--- config.mk ---
export PLATFORM = sky130hd
export DESIGN_NAME = snake_head_ctrl
export DESIGN_NICKNAME = d
export VERILOG_FILES = /design/src/rtl/snake_head_ctrl.sv
export SDC_FILE = /design/constraint.sdc
export NUM_CORES = 1
export LEC_CHECK = 0
export CORE_UTILIZATION = 52
export DETAILED_ROUTE_END_ITERATION = 16
export GPL_TIMING_DRIVEN = 0
export PLACE_DENSITY = 0.82
export SLEW_MARGIN = 10
export SYNTH_ARGS = -nofsm -noshare
export SYNTH_HDL_FRONTEND = slang
export SYNTH_SLANG_ARGS = --single-unit
--- constraint.sdc ---
create_clock -name clk -period 2.3 [get_ports clk]
set_input_delay 0.46 -clock clk [delete_from_list [all_inputs] [get_ports clk]]
set_output_delay 0.46 -clock clk [all_outputs]
set_load 0.05 [all_outputs]
--- src/rtl/snake_head_ctrl.sv ---
// Snake head controller: synchronises and filters the keyboard direction, blocks U-turns, steps the head on a wrapping grid.
// A stable key change is acted on 5 clk edges after it appears; a move happens every TICK_DIV enabled cycles in RUN.
module snake_head_ctrl #(
  parameter int TICK_DIV = 2500000,
  parameter int GRID_W   = 40,
  parameter int GRID_H   = 30,
  parameter int START_X  = 20,
  parameter int START_Y  = 15,
  parameter int X_W      = 6,
  parameter int Y_W      = 5
) (
  input  logic           clk,
  input  logic           reset,
  input  logic [4:0]     direction,
  input  logic           enable,
  output logic [X_W-1:0] head_x,
  output logic [Y_W-1:0] head_y,
  output logic [4:0]     cur_dir,
  output logic [4:0]     pending_dir,
  output logic           tick,
  output logic           game_reset,
  output logic           running
);

  localparam logic [4:0] DIR_UP      = 5'b00010;
  localparam logic [4:0] DIR_LEFT    = 5'b00100;
  localparam logic [4:0] DIR_DOWN    = 5'b01000;
  localparam logic [4:0] DIR_RIGHT   = 5'b10000;
  localparam logic [4:0] DIR_RESTART = 5'b11111;

  localparam int            CW       = $clog2(TICK_DIV);
  localparam logic [CW-1:0] CNT_LAST = CW'(TICK_DIV - 1);
  localparam logic [X_W-1:0] X_START = X_W'(START_X);
  localparam logic [Y_W-1:0] Y_START = Y_W'(START_Y);
  localparam logic [X_W-1:0] X_LAST  = X_W'(GRID_W - 1);
  localparam logic [Y_W-1:0] Y_LAST  = Y_W'(GRID_H - 1);

  typedef enum logic {IDLE, RUN} state_t;

  state_t        state;
  logic [4:0]    s1, s2, s3, filt;
  logic          key_evt;
  logic [CW-1:0] cnt;
  logic          accept;
  logic [4:0]    eff_pend;

  function automatic logic is_arrow(input logic [4:0] d);
    return (d == DIR_UP) || (d == DIR_LEFT) || (d == DIR_DOWN) || (d == DIR_RIGHT);
  endfunction

  function automatic logic [4:0] opposite(input logic [4:0] d);
    case (d)
      DIR_UP:    return DIR_DOWN;
      DIR_DOWN:  return DIR_UP;
      DIR_LEFT:  return DIR_RIGHT;
      DIR_RIGHT: return DIR_LEFT;
      default:   return 5'b00000;
    endcase
  endfunction

  function automatic logic [X_W-1:0] step_x(input logic [X_W-1:0] x, input logic [4:0] d);
    if (d == DIR_RIGHT) return (x == X_LAST) ? '0 : x + 1'b1;
    if (d == DIR_LEFT)  return (x == '0) ? X_LAST : x - 1'b1;
    return x;
  endfunction

  function automatic logic [Y_W-1:0] step_y(input logic [Y_W-1:0] y, input logic [4:0] d);
    if (d == DIR_DOWN) return (y == Y_LAST) ? '0 : y + 1'b1;
    if (d == DIR_UP)   return (y == '0) ? Y_LAST : y - 1'b1;
    return y;
  endfunction

  // s3 lags s2 by one cycle so filt only takes a code that has been stable for two samples
  always_ff @(posedge clk or posedge reset) begin
    if (reset) begin
      s1      <= '0;
      s2      <= '0;
      s3      <= '0;
      filt    <= '0;
      key_evt <= 1'b0;
    end else begin
      s1      <= direction;
      s2      <= s1;
      s3      <= s2;
      key_evt <= 1'b0;
      if (s2 == s3 && s2 != filt) begin
        filt    <= s2;
        key_evt <= 1'b1;
      end
    end
  end

  // U-turn check is against the committed direction; a key landing on the tick cycle is committed by that tick
  assign accept   = key_evt && is_arrow(filt) && (filt != opposite(cur_dir));
  assign eff_pend = accept ? filt : pending_dir;

  always_ff @(posedge clk or posedge reset) begin
    if (reset) begin
      state       <= IDLE;
      cnt         <= '0;
      head_x      <= X_START;
      head_y      <= Y_START;
      cur_dir     <= '0;
      pending_dir <= '0;
      tick        <= 1'b0;
      game_reset  <= 1'b0;
      running     <= 1'b0;
    end else begin
      tick       <= 1'b0;
      game_reset <= 1'b0;
      case (state)
        IDLE: begin
          cnt <= '0;
          if (key_evt) begin
            if (is_arrow(filt)) begin
              pending_dir <= filt;
              state       <= RUN;
              running     <= 1'b1;
            end else if (filt == DIR_RESTART) begin
              game_reset <= 1'b1;
            end
          end
        end
        RUN: begin
          if (key_evt && filt == DIR_RESTART) begin
            game_reset  <= 1'b1;
            head_x      <= X_START;
            head_y      <= Y_START;
            cur_dir     <= '0;
            pending_dir <= '0;
            cnt         <= '0;
            state       <= IDLE;
            running     <= 1'b0;
          end else begin
            pending_dir <= eff_pend;
            if (enable) begin
              if (cnt == CNT_LAST) begin
                cnt     <= '0;
                tick    <= 1'b1;
                cur_dir <= eff_pend;
                head_x  <= step_x(head_x, eff_pend);
                head_y  <= step_y(head_y, eff_pend);
              end else begin
                cnt <= cnt + 1'b1;
              end
            end
          end
        end
        default: state <= IDLE;
      endcase
    end
  end

endmodule
==> qor.yml, run 1 <==
status:
  status: "finished with violations"
  violations: "setup timing"
timing:
  max_freq_mhz: 381
  fin_crit_ns: 2.62
  hold_viol: 0
  layout_setup_ws_ns: -0.323
  setup_viol: 18
  tightest_slew_ns: 0.837
  period_share_pct: 114
  slew_viol_final: 0
  skew_ns: 0.0164
  grt_setup_unrepaired: "true"
  max-slew-margin-rel_pct: 43.8
final_layout:
  largest_reg_flops: 22
  drive_above_1_share_pct: 27.8
  mostFrequentLayoutCells: "dfrtp_1, nand2_1, clkdlybuf4s50_1"
  syn2layout_area_growth_pct: 34.6
  diodes: 0
  final_common_cell: "dfrtp_1"
  regMostFlops: "cnt"
  nNetsFinal: 484
  stdcell_area_sq_mm: 0.00504
  final_core_util_pct: 73.3
  largestRegisters: "cnt (22), head_x (6)"
global_route:
  antenna_found_initial: 0
  grt.overflow.total: 0
  grt_usage_pct: 28.1
  grt_max_degree: 68
  grt_pass1_vias: 3342
  grt_pass1_wl_um: 16200
logic_synthesis:
  yosysSeqAreaShare_pct: 45.7
  yosysUniqueCellTypes: 63
  synth_edf_count: 0
  async_flop_share_pct: 100
  synth-seq-cells: 68
  synth_top_area_share_pct: 41.5
  avgSynthCellArea_sq_um: 9.59
  yosysTopAreaCell: "dfrtp_1"
  syn_area_sq_mm: 0.00374
  synthTopCellsByArea: "dfrtp_1, o21ai_0, dfstp_2"
  yosysWarnings: 0
  ys.flop_type: "dfrtp_1"
  synth_nets: 405
  synthesis.instances: 390
critical_path:
  ff2ff_setup_slack_ns: -0.32
  rr_startpoint: "cur_dir[2]"
  end_kind: "flop"
  r2r_cells: 11
  arrival_ns: 2.86
  cp.required_ns: 2.54
  criticalPathCategory: "reg2reg"
  path_max_fanout: 7
  regToRegEndpoint: "head_x[3]"
  critPathLaunchType: "flop"
clocking:
  tritoncts: "done"
  htreeDepth: 3
  ctsHoldBuffers: 0
  cts_buffer_depth: 2
  clockRootBuffer: "clkbuf_8"
  cts_buffers: 9
  clk_pin_slew_ns: 0.09
  clk_latency_ns: 0.36
  cts_sinks: 68
route:
  drtPass1Iterations: 5
  wl_um: 10300
  drt_iter0_markers: 278
  met1_length_um: 4170
  post_drt_wl_per_cell_um: 18.1
  vias_per_cell: 6.17
  wl_met3_um: 505
  vias: 3519
  ant_nets: 0
  dr.max_layer_used: "met4"
  drc: 0
  dr_wl_met2_um: 5220
pwr:
  vdd_ir_drop_max_mv: 0.599
  powerDensity_mw_per_mm2: 711
  cellLeakagePower_nw: 2.10
floorplan:
  die_w_um: 86.8
  dieArea_sq_mm: 0.00754
  die_h_um: 86.8
  ios: 32
  core_sq_mm: 0.00687
  initial_core_util_pct: 54.5
  rows: 30
placed_design:
  placed_cell_area_sq_mm: 0.00423
  place.gp.congestion: 0.870
  hpwl_um: 5540
  portBuffers: 31
worst_hold_path:
  hold_class: "in2async"
flow_run:
  drv_cap: 0
[where the power goes]
group / internal [mW] / switching [mW]
combinational: 0.520 / 0.661
clock: 0.506 / 0.510
sequential: 1.28 / 0.107
total: 2.30 / 1.28
[timing repair]
action,4_1_cts,5_1_grt
gates resized for setup,43,44
pin swaps,10,13
buffers inserted,29,10
endpoints found under the hold margin,0,0
setup endpoints to repair,34,39
[cell usage after synthesis (3+ instances only)]
library cell / number
buf_2: 7
nor3b_1: 4
a22o_1: 5
nor4bb_1: 4
nor3_1: 10
o21ai_0: 37
inv_1: 10
nor4_1: 5
dfstp_2: 6
o21ai_1: 7
a21oi_1: 8
nand2_1: 38
o31ai_1: 10
a31oi_1: 11
ha_1: 7
dfrtp_1: 62
nor4b_1: 3
nand4_1: 9
clkbuf_1: 10
and3_1: 8
xnor2_1: 9
xor2_1: 11
mux2i_1: 5
nand3_1: 19
mux2_2: 5
o211ai_1: 3
nor2_1: 28
[metal layers]
layer,up-vias,GRT usage (%)
li1,1598,-
met5,-,0
met1,1732,35.5
met2,148,46.0
met4,0,13.3
met3,41,6.00
[through the flow]
step / worst slack (ns) / power, mW / hold WS [ns] / instances / TNS, ns
after detailed placement: -0.432 / 2.14 / 0.335 / 518 / -7.42
after global placement: -1.20 / 2.11 / 0.332 / 517 / -70.96
after floorplan: -0.159 / 1.95 / 0.331 / 390 / -0.564
after global routing: -0.428 / 3.72 / 0.312 / 570 / -5.28
after CTS: -0.199 / 3.42 / 0.302 / 562 / -1.17
final: -0.323 / 3.58 / 0.315 / 570 / -3.76
[worst max-delay path: stages (launching register included)]
cell	delay [ns]
dfrtp_2	0.45
or2_1	0.27
a311oi_2	0.41
nor2_4	0.08
o21ai_4	0.23
buf_6	0.15
buf_4	0.10
buf_6	0.10
and3_4	0.18
o21bai_4	0.09
a31o_1	0.21
a22o_1	0.22
[worst max path at each step]
| stage | startpoint | endpoint | slack [ns] | cells past startpoint |
|---|---|---|---|---|
| floorplan | cur_dir[4] | head_y[4] | -0.16 | 9 |
| global placement | reset | cur_dir[4] | -1.20 | 2 |
| detailed placement | filt[3] | head_y[4] | -0.43 | 10 |
| CTS | filt[1] | head_x[3] | -0.20 | 9 |
| global route | cur_dir[3] | head_y[3] | -0.43 | 11 |
| finish | cur_dir[2] | head_x[3] | -0.32 | 11 |
[final cells by class]
class | instances | area, sq um
Multi-Input combinational cell | 292 | 2180
Clock inverter | 7 | 76.3
Buffer | 17 | 126
Clock buffer | 9 | 124
Timing Repair Buffer | 70 | 653
Tap cell | 96 | 120
Inverter | 11 | 43.8
Sequential cell | 68 | 1720
Fill cell | 439 | 1830
[cells by family after synthesis]
group | count (synthesis) | synth area share [%]
compound gates | 104 | 18.5
buf+inv | 30 | 3.65
fa+ha+maj | 7 | 2.34
mux | 12 | 3.75
simple gates | 149 | 21.4
xor+xnor | 20 | 4.68
flops | 68 | 45.7
Power figures use the tool's default switching activity.
==> run 2, diff against run 1 <==
CORE_UTILIZATION = 47   (was 52)
PLACE_DENSITY = 0.76   (was 0.82)
SLEW_MARGIN = unset   (was 10)
==> qor.yml, run 2 (same netlist as run 1, synthesis figures left out) <==
status:
  status: "finished with violations"  # unchanged
  violations: "setup timing"  # unchanged
clocking:
  clk_pin_slew_ns: 0.08  # was 0.09 ns
  htreeDepth: 3  # unchanged
  cts_sinks: 68  # unchanged
  ctsHoldBuffers: 0  # unchanged
  cts_buffers: 9  # unchanged
  cts_buffer_depth: 2  # unchanged
  tritoncts: "done"  # unchanged
  clockRootBuffer: "clkbuf_8"  # unchanged
  clk_latency_ns: 0.35  # was 0.36 ns
critical_path:
  rr_startpoint: "cur_dir[2]"  # unchanged
  crit_cells: 8  # was 11
  ff2ff_setup_slack_ns: -0.23  # was -0.32 ns
  arrival_ns: 2.77  # was 2.86 ns
  cp_cell_sequence: "nor3_2 -> a311oi_1 -> and3b_4 -> o21ai_4 -> mux2i_4 -> or4_4 -> a31o_1 -> a22o_1"  # was or2_1 -> a311oi_2 -> nor2_4 -> o21ai_4 -> buf_6 -> buf_4 -> buf_6 -> and3_4 -> o21bai_4 -> a31o_1 -> a22o_1
  critPathLaunchType: "flop"  # unchanged
  cp_top_family: "simple AND/OR/NAND/NOR gates"  # was compound AO/OA/AOI/OAI gates
  path_max_fanout: 7  # unchanged
  end_kind: "flop"  # unchanged
  worstSetupStartpoint: "cur_dir[2]"  # unchanged
  slowest_stage: "dfrtp_2"  # unchanged
  endpoint: "head_x[3]"  # unchanged
  regToRegEndpoint: "head_x[3]"  # unchanged
  cpPeakStageDelay_ns: 0.45  # about the same
  r2r_cells: 8  # was 11
  critPathBufInv: 0  # was 3
  cp.required_ns: 2.54  # about the same
  criticalPathCategory: "reg2reg"  # unchanged
final_layout:
  largest_reg_flops: 22  # unchanged
  drive_above_1_share_pct: 24.5  # was 27.8%
  nNetsFinal: 479  # was 484
  diodes: 0  # unchanged
  final_common_cell: "dfrtp_1"  # unchanged
  final_core_util_pct: 63.5  # was 73.3%
  syn2layout_area_growth_pct: 31.2  # was 34.6%
  mostFrequentLayoutCells: "dfrtp_1, nand2_1, o21ai_0"  # was dfrtp_1, nand2_1, clkdlybuf4s50_1
  largestRegisters: "cnt (22), head_x (6)"  # unchanged
  regMostFlops: "cnt"  # unchanged
  final.fill_count: 590  # was 439
timing:
  skew_ns: 0.0112  # was 0.0164 ns
  max_freq_mhz: 395  # was 381 MHz
  max-slew-margin-rel_pct: 46.4  # was 43.8%
  hold_viol: 0  # unchanged
  grt_setup_unrepaired: "true"  # unchanged
  layout_setup_ws_ns: -0.232  # was -0.323 ns
  fin_crit_ns: 2.53  # was 2.62 ns
  tns_ns: -1.65  # was -3.76 ns
  period_share_pct: 110  # was 114%
  setup_viol: 12  # was 18
  slew_viol_final: 0  # unchanged
  tightest_slew_ns: 0.803  # was 0.837 ns
global_route:
  grt_pass1_wl_um: 15100  # was 16,200 um
  grt_usage_pct: 22.7  # was 28.1%
  antenna_found_initial: 0  # unchanged
  grt.overflow.total: 0  # unchanged
  grt_max_degree: 69  # was 68
  grt_pass1_vias: 3203  # was 3,342
floorplan:
  initial_core_util_pct: 48.4  # was 54.5%
  ios: 32  # unchanged
  die_h_um: 91.2  # was 86.8 um
  dieArea_sq_mm: 0.00832  # was 0.00754 sq mm
  rows: 32  # was 30
  die_w_um: 91.2  # was 86.8 um
  core_sq_mm: 0.00773  # was 0.00687 sq mm
pwr:
  pwr-share-clk_pct: 28.8  # was 28.4%
  p_total_mw: 3.45  # was 3.58 mW
  pwr-share-seq_pct: 39.9  # was 38.6%
  p_sw_mw: 1.16  # was 1.28 mW
  intPower_mw: 2.29  # was 2.30 mW
  vdd_ir_drop_max_mv: 0.369  # was 0.599 mV
  powerDensity_mw_per_mm2: 703  # was 711 mW/mm^2
  pwr-share-comb_pct: 31.3  # was 33.0%
  cellLeakagePower_nw: 2.05  # was 2.10 nW
  netSwitchingFraction_pct: 33.5  # was 35.7%
route:
  drtPass1Iterations: 5  # unchanged
  drc: 0  # unchanged
  vias: 3448  # was 3,519
  post_drt_wl_per_cell_um: 16.1  # was 18.1 um
  drt_iter0_markers: 236  # was 278
  vias_per_cell: 6.04  # was 6.17
  ant_nets: 0  # unchanged
  wl_um: 9180  # was 10,300 um
placed_design:
  pre_cts_ws_ns: -0.450  # was -0.432 ns
  place.gp.congestion: 0.925  # was 0.870
  portBuffers: 31  # unchanged
  hpwl_um: 5610  # was 5540 um
flow_run:
  drv_cap: 0  # unchanged
worst_hold_path:
  holdPathStages: 0
  hold_class: "reg2reg"  # was in2async
-- run 2: stage by stage --
stage	area [sq um]	cells	hold WS [ns]
after floorplan	3760	390	0.331
after global placement	4200	523	0.334
after detailed placement	4210	523	0.337
after CTS	4710	560	0.353
after global routing	4910	571	0.361
final	4910	571	0.350
-- run 2: area by class of cell --
| type | instances | area, sq um | area share, % |
|---|---|---|---|
| plain buffers | 16 | 123 | 2.50 |
| clock buffers | 12 | 145 | 2.96 |
| clock inverters | 4 | 48.8 | 0.994 |
| inverters | 11 | 43.8 | 0.892 |
| multi-input cells | 292 | 2110 | 43.0 |
| flip-flops and latches | 68 | 1720 | 35.0 |
| well taps | 102 | 128 | 2.60 |
| repair buffers | 66 | 594 | 12.1 |
-- run 2: metal layers --
metal | wire, um | up-vias | track usage [%] | share of wire, %
met5 | 0 | - | 0 | 0
met4 | 233 | 0 | 11.2 | 2.5
met3 | 462 | 25 | 3.35 | 5.0
met2 | 4620 | 143 | 38.1 | 50
met1 | 3870 | 1691 | 28.7 | 42
li1 | - | 1589 | - | -
-- run 2: timing repair --
item,in CTS,in global routing
cloned,1,0
gates resized for setup,33,31
pin swaps,7,15
setup buffers,21,13
setup endpoints to repair,34,31
-- run 2: worst min-delay path by stage --
stage                from     to  slack (ns)
floorplan           s1[0]  s2[0]        0.33
global placement    s1[3]  s2[3]        0.33
detailed placement  s1[1]  s2[1]        0.34
CTS                 s1[1]  s2[1]        0.35
global route        s1[3]  s2[3]        0.36
finish              s1[1]  s2[1]        0.35
-- run 2: worst register-to-register path: stages, from the launching register on --
cell      delay (ns)
dfrtp_2         0.45
nor3_2          0.30
a311oi_1        0.13
and3b_4         0.35
o21ai_4         0.08
mux2i_4         0.21
or4_4           0.45
a31o_1          0.22
a22o_1          0.23
-- run 2: power groups by stage --
stage / registers [mW] / clock network (mW) / logic [mW]
final: 1.38 / 0.993 / 1.08
after global routing: 1.39 / 1.06 / 1.16
after CTS: 1.37 / 0.996 / 0.928
after detailed placement: 1.38 / 0 / 0.757
after global placement: 1.38 / 0 / 0.737
after floorplan: 1.40 / 0 / 0.546
==> run 3, diff against run 2 <==
CTS_BUF_LIST = sky130_fd_sc_hd__clkbuf_8   (was unset)
==> qor.yml, run 3 (same netlist as run 1, synthesis figures left out) <==
final_layout:
  mostFrequentLayoutCells: "dfrtp_1, nand2_1, o21ai_0"  # unchanged
  syn2layout_area_growth_pct: 31.2  # unchanged
  nNetsFinal: 479  # unchanged
  drive_above_1_share_pct: 24.5  # unchanged
  diodes: 0  # unchanged
  regMostFlops: "cnt"  # unchanged
  largestRegisters: "cnt (22), head_x (6)"  # unchanged
  final_common_cell: "dfrtp_1"  # unchanged
  largest_reg_flops: 22  # unchanged
  final_core_util_pct: 63.5  # unchanged
timing:
  layout_setup_ws_ns: -0.231  # was -0.232 ns
  slew_viol_final: 0  # unchanged
  period_share_pct: 110  # about the same
  skew_ns: 0.0119  # was 0.0112 ns
  tightest_slew_ns: 0.803  # about the same
  fin_crit_ns: 2.53  # about the same
  worst_hold_slack_ns: 0.350  # about the same
  grt_setup_unrepaired: "true"  # unchanged
  setup_viol: 12  # unchanged
  max-slew-margin-rel_pct: 46.5  # was 46.4%
  max_freq_mhz: 395  # about the same
  hold_viol: 0  # unchanged
  tns_ns: -1.64  # was -1.65 ns
floorplan:
  die_w_um: 91.2  # unchanged
  dieArea_sq_mm: 0.00832  # unchanged
  core_sq_mm: 0.00773  # unchanged
  rows: 32  # unchanged
  ios: 32  # unchanged
  initial_core_util_pct: 48.4  # unchanged
  die_h_um: 91.2  # unchanged
route:
  drt_iter0_markers: 236  # unchanged
  vias: 3451  # was 3,448
  drtPass1Iterations: 5  # unchanged
  post_drt_wl_per_cell_um: 16.1  # about the same
  ant_nets: 0  # unchanged
  vias_per_cell: 6.04  # about the same
  drc: 0  # unchanged
  wl_um: 9190  # was 9180 um
clocking:
  tritoncts: "done"  # unchanged
  clockRootBuffer: "clkbuf_8"  # unchanged
  ctsHoldBuffers: 0  # unchanged
  htreeDepth: 3  # unchanged
  cts_sinks: 68  # unchanged
  cts_buffers: 9  # unchanged
  clk_latency_ns: 0.35  # about the same
  clk_pin_slew_ns: 0.08  # about the same
  cts_buffer_depth: 2  # unchanged
global_route:
  grt_pass1_vias: 3203  # unchanged
  grt_max_degree: 69  # unchanged
  antenna_found_initial: 0  # unchanged
  grt_pass1_wl_um: 15100  # unchanged
  grt.overflow.total: 0  # unchanged
  grt_usage_pct: 22.7  # unchanged
placed_design:
  place.gp.congestion: 0.925  # unchanged
  portBuffers: 31  # unchanged
  hpwl_um: 5610  # unchanged
critical_path:
  arrival_ns: 2.77  # about the same
  r2r_cells: 8  # unchanged
  worstSetupStartpoint: "cur_dir[2]"  # unchanged
  regToRegEndpoint: "head_x[3]"  # unchanged
  cpPeakStageDelay_ns: 0.45  # about the same
  criticalPathCategory: "reg2reg"  # unchanged
  critPathLaunchType: "flop"  # unchanged
  rr_startpoint: "cur_dir[2]"  # unchanged
  cp_cell_sequence: "nor3_2 -> a311oi_1 -> and3b_4 -> o21ai_4 -> mux2i_4 -> or4_4 -> a31o_1 -> a22o_1"  # unchanged
  ff2ff_setup_slack_ns: -0.23  # about the same
  end_kind: "flop"  # unchanged
  path_max_fanout: 7  # unchanged
  cp.required_ns: 2.54  # about the same
  slowest_stage: "dfrtp_2"  # unchanged
worst_hold_path:
  hp-start: "s1[1]"  # unchanged
  hold_end: "s2[1]"  # unchanged
  holdPathStages: 0  # unchanged
  hold_class: "reg2reg"  # unchanged
pwr:
  powerDensity_mw_per_mm2: 701  # was 703 mW/mm^2
  cellLeakagePower_nw: 2.06  # was 2.05 nW
  vdd_ir_drop_max_mv: 0.368  # was 0.369 mV
flow_run:
  drv_cap: 0  # unchanged
status:
  status: "finished with violations"  # unchanged
  violations: "setup timing"  # unchanged
## run 3: changes by cell type in the layout (fill, tap and decap cells not counted), sizes merged
cell / change
clkbuf: -2
inv: +2
## run 3: layout make-up
cell class | instances | area (sq um)
Clock buffer | 10 | 138
Fill cell | 590 | 2820
Sequential cell | 68 | 1720
Tap cell | 102 | 128
Timing Repair Buffer | 66 | 594
Clock inverter | 6 | 56.3
Multi-Input combinational cell | 292 | 2110
Inverter | 11 | 43.8
Buffer | 16 | 123
## run 3: critical path: cells and delay by family (launching register included)
family	cells	cell delay (ns)
multiplexers	1	0.21
AO/OA/AOI/OAI	4	0.66
flip-flops	1	0.45
AND/OR/NAND/NOR	3	1.10
## run 3: metrics by stage
step / instance area (sq um) / power, mW / worst slack, ns / instances
3_3_place_gp: 4200 / 2.11 / -1.20 / 523
3_5_place_dp: 4210 / 2.14 / -0.450 / 523
2_1_floorplan: 3760 / 1.95 / -0.159 / 390
6_report: 4910 / 3.44 / -0.231 / 571
5_1_grt: 4910 / 3.60 / -0.312 / 571
4_1_cts: 4710 / 3.29 / -0.156 / 560
## run 3: where the power goes
group	switching, mW	total [mW]	internal (mW)
sequential	0.0999	1.38	1.28
clock	0.465	0.986	0.521
combinational	0.593	1.08	0.487
## run 3: how the worst max path moves through the flow
stage	end	slack, ns	depth (start not counted)
final	head_x[3]	-0.23	8
after CTS	head_x[3]	-0.16	9
after detailed placement	head_y[4]	-0.45	10
after floorplan	head_y[4]	-0.16	9
after global routing	head_y[2]	-0.31	10
after global placement	cur_dir[3]	-1.20	2
## run 3: repair_timing
action,in CTS,in global routing
cloned,1,0
gates resized for setup,33,31
buffers inserted,21,13
endpoints found under the setup margin,34,31
pin swaps,7,15
## run 3: metal layers
| layer | routed length (um) | vias to the layer above | track usage (%) | share of wire (%) |
|---|---|---|---|---|
| li1 | - | 1589 | - | - |
| met5 | 0 | - | 0 | 0 |
| met1 | 3900 | 1704 | 28.7 | 42 |
| met3 | 442 | 25 | 3.35 | 4.8 |
| met2 | 4620 | 133 | 38.1 | 50 |
| met4 | 233 | 0 | 11.2 | 2.5 |
